**src/rtl/seq_arith_pkg.sv**
```systemverilog
// Shared types and helpers for the bit-serial subtractor.
//   state_t : FSM encoding (IDLE, CALC, DONE), 2 bits
//   clog2() : bit-counter width for a given operand width (at least 1)
package seq_arith_pkg;

  typedef enum logic [1:0] {
    IDLE = 2'd0,
    CALC = 2'd1,
    DONE = 2'd2
  } state_t;

  // Width needed to count 0..n-1. Elaboration-time only.
  function automatic int clog2(input int n);
    int r;
    r = 0;
    for (int i = 0; i < 31; i++) begin
      if ((1 << i) < n) r = i + 1;
    end
    return (r < 1) ? 1 : r;
  endfunction

endpackage

```
**src/rtl/seq_arith_8b_serial_sub_if.sv**
```systemverilog
// Operand/result handshake bundle for the serial subtractor.
//   in_val/in_rdy/in0/in1      : operand pair handshake (producer -> block)
//   out_val/out_rdy/out/overflow : result handshake (block -> consumer)
// master = producer/consumer side, slave = subtractor side.
interface seq_arith_8b_serial_sub_if #(
  parameter int NBITS = 8
);
  logic             in_val;
  logic             in_rdy;
  logic [NBITS-1:0] in0;
  logic [NBITS-1:0] in1;
  logic             out_val;
  logic             out_rdy;
  logic [NBITS-1:0] out;
  logic             overflow;

  modport master (
    output in_val, in0, in1, out_rdy,
    input  in_rdy, out_val, out, overflow
  );

  modport slave (
    input  in_val, in0, in1, out_rdy,
    output in_rdy, out_val, out, overflow
  );
endinterface

```
**src/rtl/full_sub_1b.sv**
```systemverilog
// One-bit full subtractor: d = a - b - bin, bout = borrow out.
//   a, b, bin : operand bits and borrow in
//   d, bout   : difference bit and borrow out
module full_sub_1b (
  input  logic a,
  input  logic b,
  input  logic bin,
  output logic d,
  output logic bout
);
  assign d    = a ^ b ^ bin;
  assign bout = (~a & b) | (~(a ^ b) & bin);
endmodule

```
**src/rtl/seq_arith_8b_serial_sub.sv**
```systemverilog
// Bit-serial subtractor: out = in0 - in1 (mod 2^NBITS) with signed overflow.
// One bit per cycle, LSB first, through a single full_sub_1b cell.
//   clk   : rising-edge clock
//   reset : asynchronous, active-low clear of all state
//   bus   : operand/result handshakes (slave modport)
//
// state | meaning
// IDLE  | waiting for an operand pair, in_rdy=1
// CALC  | shifting NBITS bits through the subtractor cell
// DONE  | result valid, held until out_rdy
module seq_arith_8b_serial_sub
  import seq_arith_pkg::*;
#(
  parameter int NBITS = 8
) (
  input logic                      clk,
  input logic                      reset,
  seq_arith_8b_serial_sub_if.slave bus
);

  localparam int CW = clog2(NBITS);

  state_t           state, state_nxt;
  logic [NBITS-1:0] in0_sr, in1_sr, res;
  logic [CW-1:0]    cnt;
  logic             borrow, sign0, sign1, ovf_q;
  logic             accept, last, d, bout;

  full_sub_1b u_fs (
    .a    (in0_sr[0]),
    .b    (in1_sr[0]),
    .bin  (borrow),
    .d    (d),
    .bout (bout)
  );

  assign last         = (cnt == CW'(NBITS - 1));
  assign bus.out      = res;
  assign bus.overflow = ovf_q;

  always_ff @(posedge clk or negedge reset) begin
    if (!reset) state <= IDLE;
    else        state <= state_nxt;
  end

  always_comb begin
    state_nxt   = state;
    bus.in_rdy  = 1'b0;
    bus.out_val = 1'b0;
    accept      = 1'b0;
    case (state)
      IDLE: begin
        bus.in_rdy = 1'b1;
        accept     = bus.in_val;
        if (bus.in_val) state_nxt = CALC;
      end
      CALC: begin
        if (last) state_nxt = DONE;
      end
      DONE: begin
        bus.out_val = 1'b1;
        if (bus.out_rdy) state_nxt = IDLE;
      end
      default: state_nxt = IDLE;
    endcase
  end

  always_ff @(posedge clk or negedge reset) begin
    if (!reset) begin
      in0_sr <= '0;
      in1_sr <= '0;
      res    <= '0;
      cnt    <= '0;
      borrow <= 1'b0;
      sign0  <= 1'b0;
      sign1  <= 1'b0;
      ovf_q  <= 1'b0;
    end else begin
      if (accept) begin
        in0_sr <= bus.in0;
        in1_sr <= bus.in1;
        cnt    <= '0;
        borrow <= 1'b0;
        sign0  <= bus.in0[NBITS-1];
        sign1  <= bus.in1[NBITS-1];
        ovf_q  <= 1'b0;
      end else if (state == CALC) begin
        in0_sr <= in0_sr >> 1;
        in1_sr <= in1_sr >> 1;
        res    <= {d, res[NBITS-1:1]};
        borrow <= bout;
        cnt    <= cnt + CW'(1);
        // The bit entering on the last edge is the result sign bit.
        if (last) ovf_q <= (sign0 ^ sign1) & (d ^ sign0);
      end else if (state == DONE && bus.out_rdy) begin
        // Flag is only meaningful while out_val is high.
        ovf_q <= 1'b0;
      end
    end
  end

endmodule

```
**src/flat_wrapper.sv**
```systemverilog
// flat-port wrapper written by rule: the top's interface ports become plain ports
module seq_arith_8b_serial_sub_flat import seq_arith_pkg::*;
#(
  parameter int NBITS = 8
)
  (clk, reset, bus_in_val, bus_in0, bus_in1, bus_out_rdy, bus_in_rdy, bus_out_val, bus_out, bus_overflow);
  seq_arith_8b_serial_sub_if #(.NBITS(NBITS)) bus_i ();
  input logic clk;
  input logic reset;
  input wire logic [$bits(bus_i.in_val)-1:0] bus_in_val;
  input wire logic [$bits(bus_i.in0)-1:0] bus_in0;
  input wire logic [$bits(bus_i.in1)-1:0] bus_in1;
  input wire logic [$bits(bus_i.out_rdy)-1:0] bus_out_rdy;
  output wire logic [$bits(bus_i.in_rdy)-1:0] bus_in_rdy;
  output wire logic [$bits(bus_i.out_val)-1:0] bus_out_val;
  output wire logic [$bits(bus_i.out)-1:0] bus_out;
  output wire logic [$bits(bus_i.overflow)-1:0] bus_overflow;
  assign bus_i.in_val = bus_in_val;
  assign bus_i.in0 = bus_in0;
  assign bus_i.in1 = bus_in1;
  assign bus_i.out_rdy = bus_out_rdy;
  assign bus_in_rdy = bus_i.in_rdy;
  assign bus_out_val = bus_i.out_val;
  assign bus_out = bus_i.out;
  assign bus_overflow = bus_i.overflow;
  seq_arith_8b_serial_sub #(.NBITS(NBITS)) u_core (.clk(clk), .reset(reset), .bus(bus_i));
endmodule
```
**config.mk**
```make
export PLATFORM = sky130hd
export DESIGN_NAME = seq_arith_8b_serial_sub_flat
export DESIGN_NICKNAME = d
export VERILOG_FILES = /design/src/rtl/seq_arith_pkg.sv /design/src/rtl/seq_arith_8b_serial_sub_if.sv /design/src/rtl/full_sub_1b.sv /design/src/rtl/seq_arith_8b_serial_sub.sv /design/src/flat_wrapper.sv
export SDC_FILE = /design/constraint.sdc
export NUM_CORES = 1
export LEC_CHECK = 0
export CORE_MARGIN = 4
export CORE_UTILIZATION = 40
export CTS_BUF_LIST = sky130_fd_sc_hd__clkbuf_4 sky130_fd_sc_hd__clkbuf_8
export CTS_CLUSTER_DIAMETER = 40
export DETAILED_ROUTE_END_ITERATION = 6
export PLACE_DENSITY = 0.62
export SLEW_MARGIN = 20
export SYNTH_ARGS = -nofsm -noshare
export SYNTH_HDL_FRONTEND = slang
export SYNTH_SLANG_ARGS = --single-unit
```
**constraint.sdc**
```tcl
create_clock -name clk -period 1.5 [get_ports clk]
set_input_delay 0.3 -clock clk [delete_from_list [all_inputs] [get_ports clk]]
set_output_delay 0.3 -clock clk [all_outputs]
set_load 0.01 [all_outputs]
```
==> impl_metrics.tcl <==
set metrics [dict create \
    status "complete, no violations" \
    vdd_drop_max_uv 741 \
    syn_area_um2 1500 \
    fillCellCount 342 \
    seq_area_frac_synth 0.550 \
    grt_max_degree 34 \
    ys_warn_count 0 \
    max_slew_margin 0.822 \
    worstPathRequired_ns 1.20 \
    cap_violations 0 \
    syn_avg_cell_area_um2 10.6 \
    die_h_um 69.3 \
    layout_common_cells "nand2_1, dfrtp_1, clkdlybuf4s50_1" \
    clock_sinks 33 \
    leakagePower_nw 1.02 \
    fmax_mhz 693 \
    routed_wl_mm 3.04 \
    vias_per_cell 4.91 \
    drc 0 \
    slew_violations 0 \
    drt_iter0_markers 30 \
    crit_path_cell_trace "clkdlybuf4s50_1" \
    fin_crit_sh 0.962 \
    synthesis.instances 141 \
    critical_path_arrival_ns 1.14 \
    fin_crit_ns 1.44 \
    core_area_um2 3470 \
    fin_ws_ns 0.0563 \
    skew_ns 0.00292 \
    critPathBufInv 1 \
    grt_pass1_vias 1188 \
    setup-violations-final 0 \
    crit_family "buffers and inverters" \
    area.growth.synth_to_final_pct 32.2 \
    final_area_um2 1990 \
    fp-row-count 21 \
    nets 201 \
    place_area_um2 1890 \
    crit_path_start "u_core.bus.out[0]" \
    tritoncts "done" \
    htreeDepth 2 \
    final_common_cell "nand2_1" \
    drive_gt1_frac 0.185 \
    grt_pass1_wl_mm 5.50 \
    final_antenna_net_count 0 \
    syn_nets 164 \
    ioPinCount 31 \
    cts_root_buf "clkbuf_8" \
    multiInputGateArea_um2 604 \
    seq_area_um2 826 \
    dp_hpwl_mm 2.14 \
    cp-end-kind "output pin" \
    ys_seq_elements 33 \
    place.gp.congestion 0.750 \
    vias 1100 \
    criticalPathCategory "reg2out" \
    initial_utilization 0.433 \
    power_density_nw_per_um2 1910 \
    cts_setup_buffers 0 \
    cp_max_fo 2 \
    post_drt_wl_per_cell_um 13.5 \
    port_buffers 30 \
    antenna_found_initial 0 \
    cts_buffers 5 \
    preCtsSetupSlack_ns -0.0366 \
    ys_types 24 \
    worst_skew_pair.late_latency_ns 0.28 \
    start_kind "flip-flop" \
    tightestPinTransition_ns 0.268 \
    grt_overflow 0 \
    cp_slowest_cell "clkdlybuf4s50_1" \
    clk_pin_slew_ns 0.06 \
    die_x_um 69.3 \
    die_area_um2 4800 \
    clockBufferDepth 2 \
    dr.pass1.iters 3 \
    grtUsageTotal 0.143 \
    finalHoldViolations 0 \
    min_path_type "in2async" \
    diodes 0 \
    slowest_delay_ns 0.53 \
    r2r-start "u_core.borrow" \
]
[path summary, 6_finish.rpt]
check | cells past startpoint | endpoint | slack (ns)
worst max-delay path | 1 | bus_out[0] | 0.06
worst min-delay path | 2 | u_core.in1_sr[4] | 0.39
worst max register to register | 4 | u_core.bus.overflow | 0.10
worst min register to register | 2 | u_core.bus.out[0] | 0.47
max in group asynchronous | 2 | u_core.bus.out[0] | 0.94
min in group clk | 2 | u_core.bus.out[0] | 0.47
[through the flow]
step                utilization   TNS [ns]  hold WS, ns  power [mW]  instances
detailed placement        0.544     -0.331        0.465        3.19        217
floorplan                     -          0      0.00441        2.59        141
global placement          0.544    -0.0722        0.457        3.11        217
global route              0.573  -0.000352        0.394        4.13        224
finish                    0.573          0        0.389        3.78        224
CTS                       0.568          0        0.393        3.85        224
[power by group]
group	switching [mW]	internal (mW)	total, mW
Combinational	0.821	0.775	1.60
Sequential	0.241	1.27	1.51
Clock	0.297	0.382	0.678
Total	1.36	2.43	3.78
[what timing repair did]
item                                    in CTS  in global routing
endpoints found under the setup margin       5                  8
hold buffers                                 0                  0
gates resized for setup                      6                  8
pin swaps                                    0                  1
[Yosys cell counts (all sizes together)]
master   number  area share
buf           8       0.049
a21oi         1      0.0033
dfrtp        33        0.55
mux2          2       0.015
a22o          2       0.012
o21bai        2       0.013
inv           2      0.0050
nand2b        2      0.0083
nor3b         2       0.018
nor2b         2      0.0083
a2bb2oi       1      0.0058
nor2          1      0.0025
nand2        58        0.15
o21ai         6       0.020
ha            2       0.017
a22oi        14        0.10
o2bb2ai       1      0.0058
fa            1       0.013
mux2i         1      0.0067
[kinds of logic (layout without fill, tap and decap cells)]
logic type	count (synthesis)	in the layout	synth area share
buffers and inverters	10	47	0.0542
flip-flops	33	33	0.550
AND/OR/NAND/NOR	65	65	0.182
AO/OA/AOI/OAI	27	27	0.163
adder cells (fa/ha/maj)	3	3	0.0300
multiplexers	3	3	0.0217
[cell type report]
cell class | instances | share of cell area
sequential | 33 | 0.416
multi-input combinational | 98 | 0.304
timing repair buffer | 38 | 0.202
clock buffer | 7 | 0.0454
tap | 46 | 0.0290
inverter | 2 | 0.00378
[routing by layer]
metal	track usage	wire, um
met1	0.180	1370
met4	0.0499	57
met5	0	0
met3	0.0536	127
met2	0.226	1480
[registers in the layout, indices dropped and copies added (netlist names)]
signal,count
u_core.borrow,1
u_core.bus.overflow,1
u_core.in0_sr,8
u_core.bus.out,8
u_core.state,2
u_core.in1_sr,8
u_core.sign1,1
u_core.cnt,3
u_core.sign0,1
(Power assumes the default switching activity.)
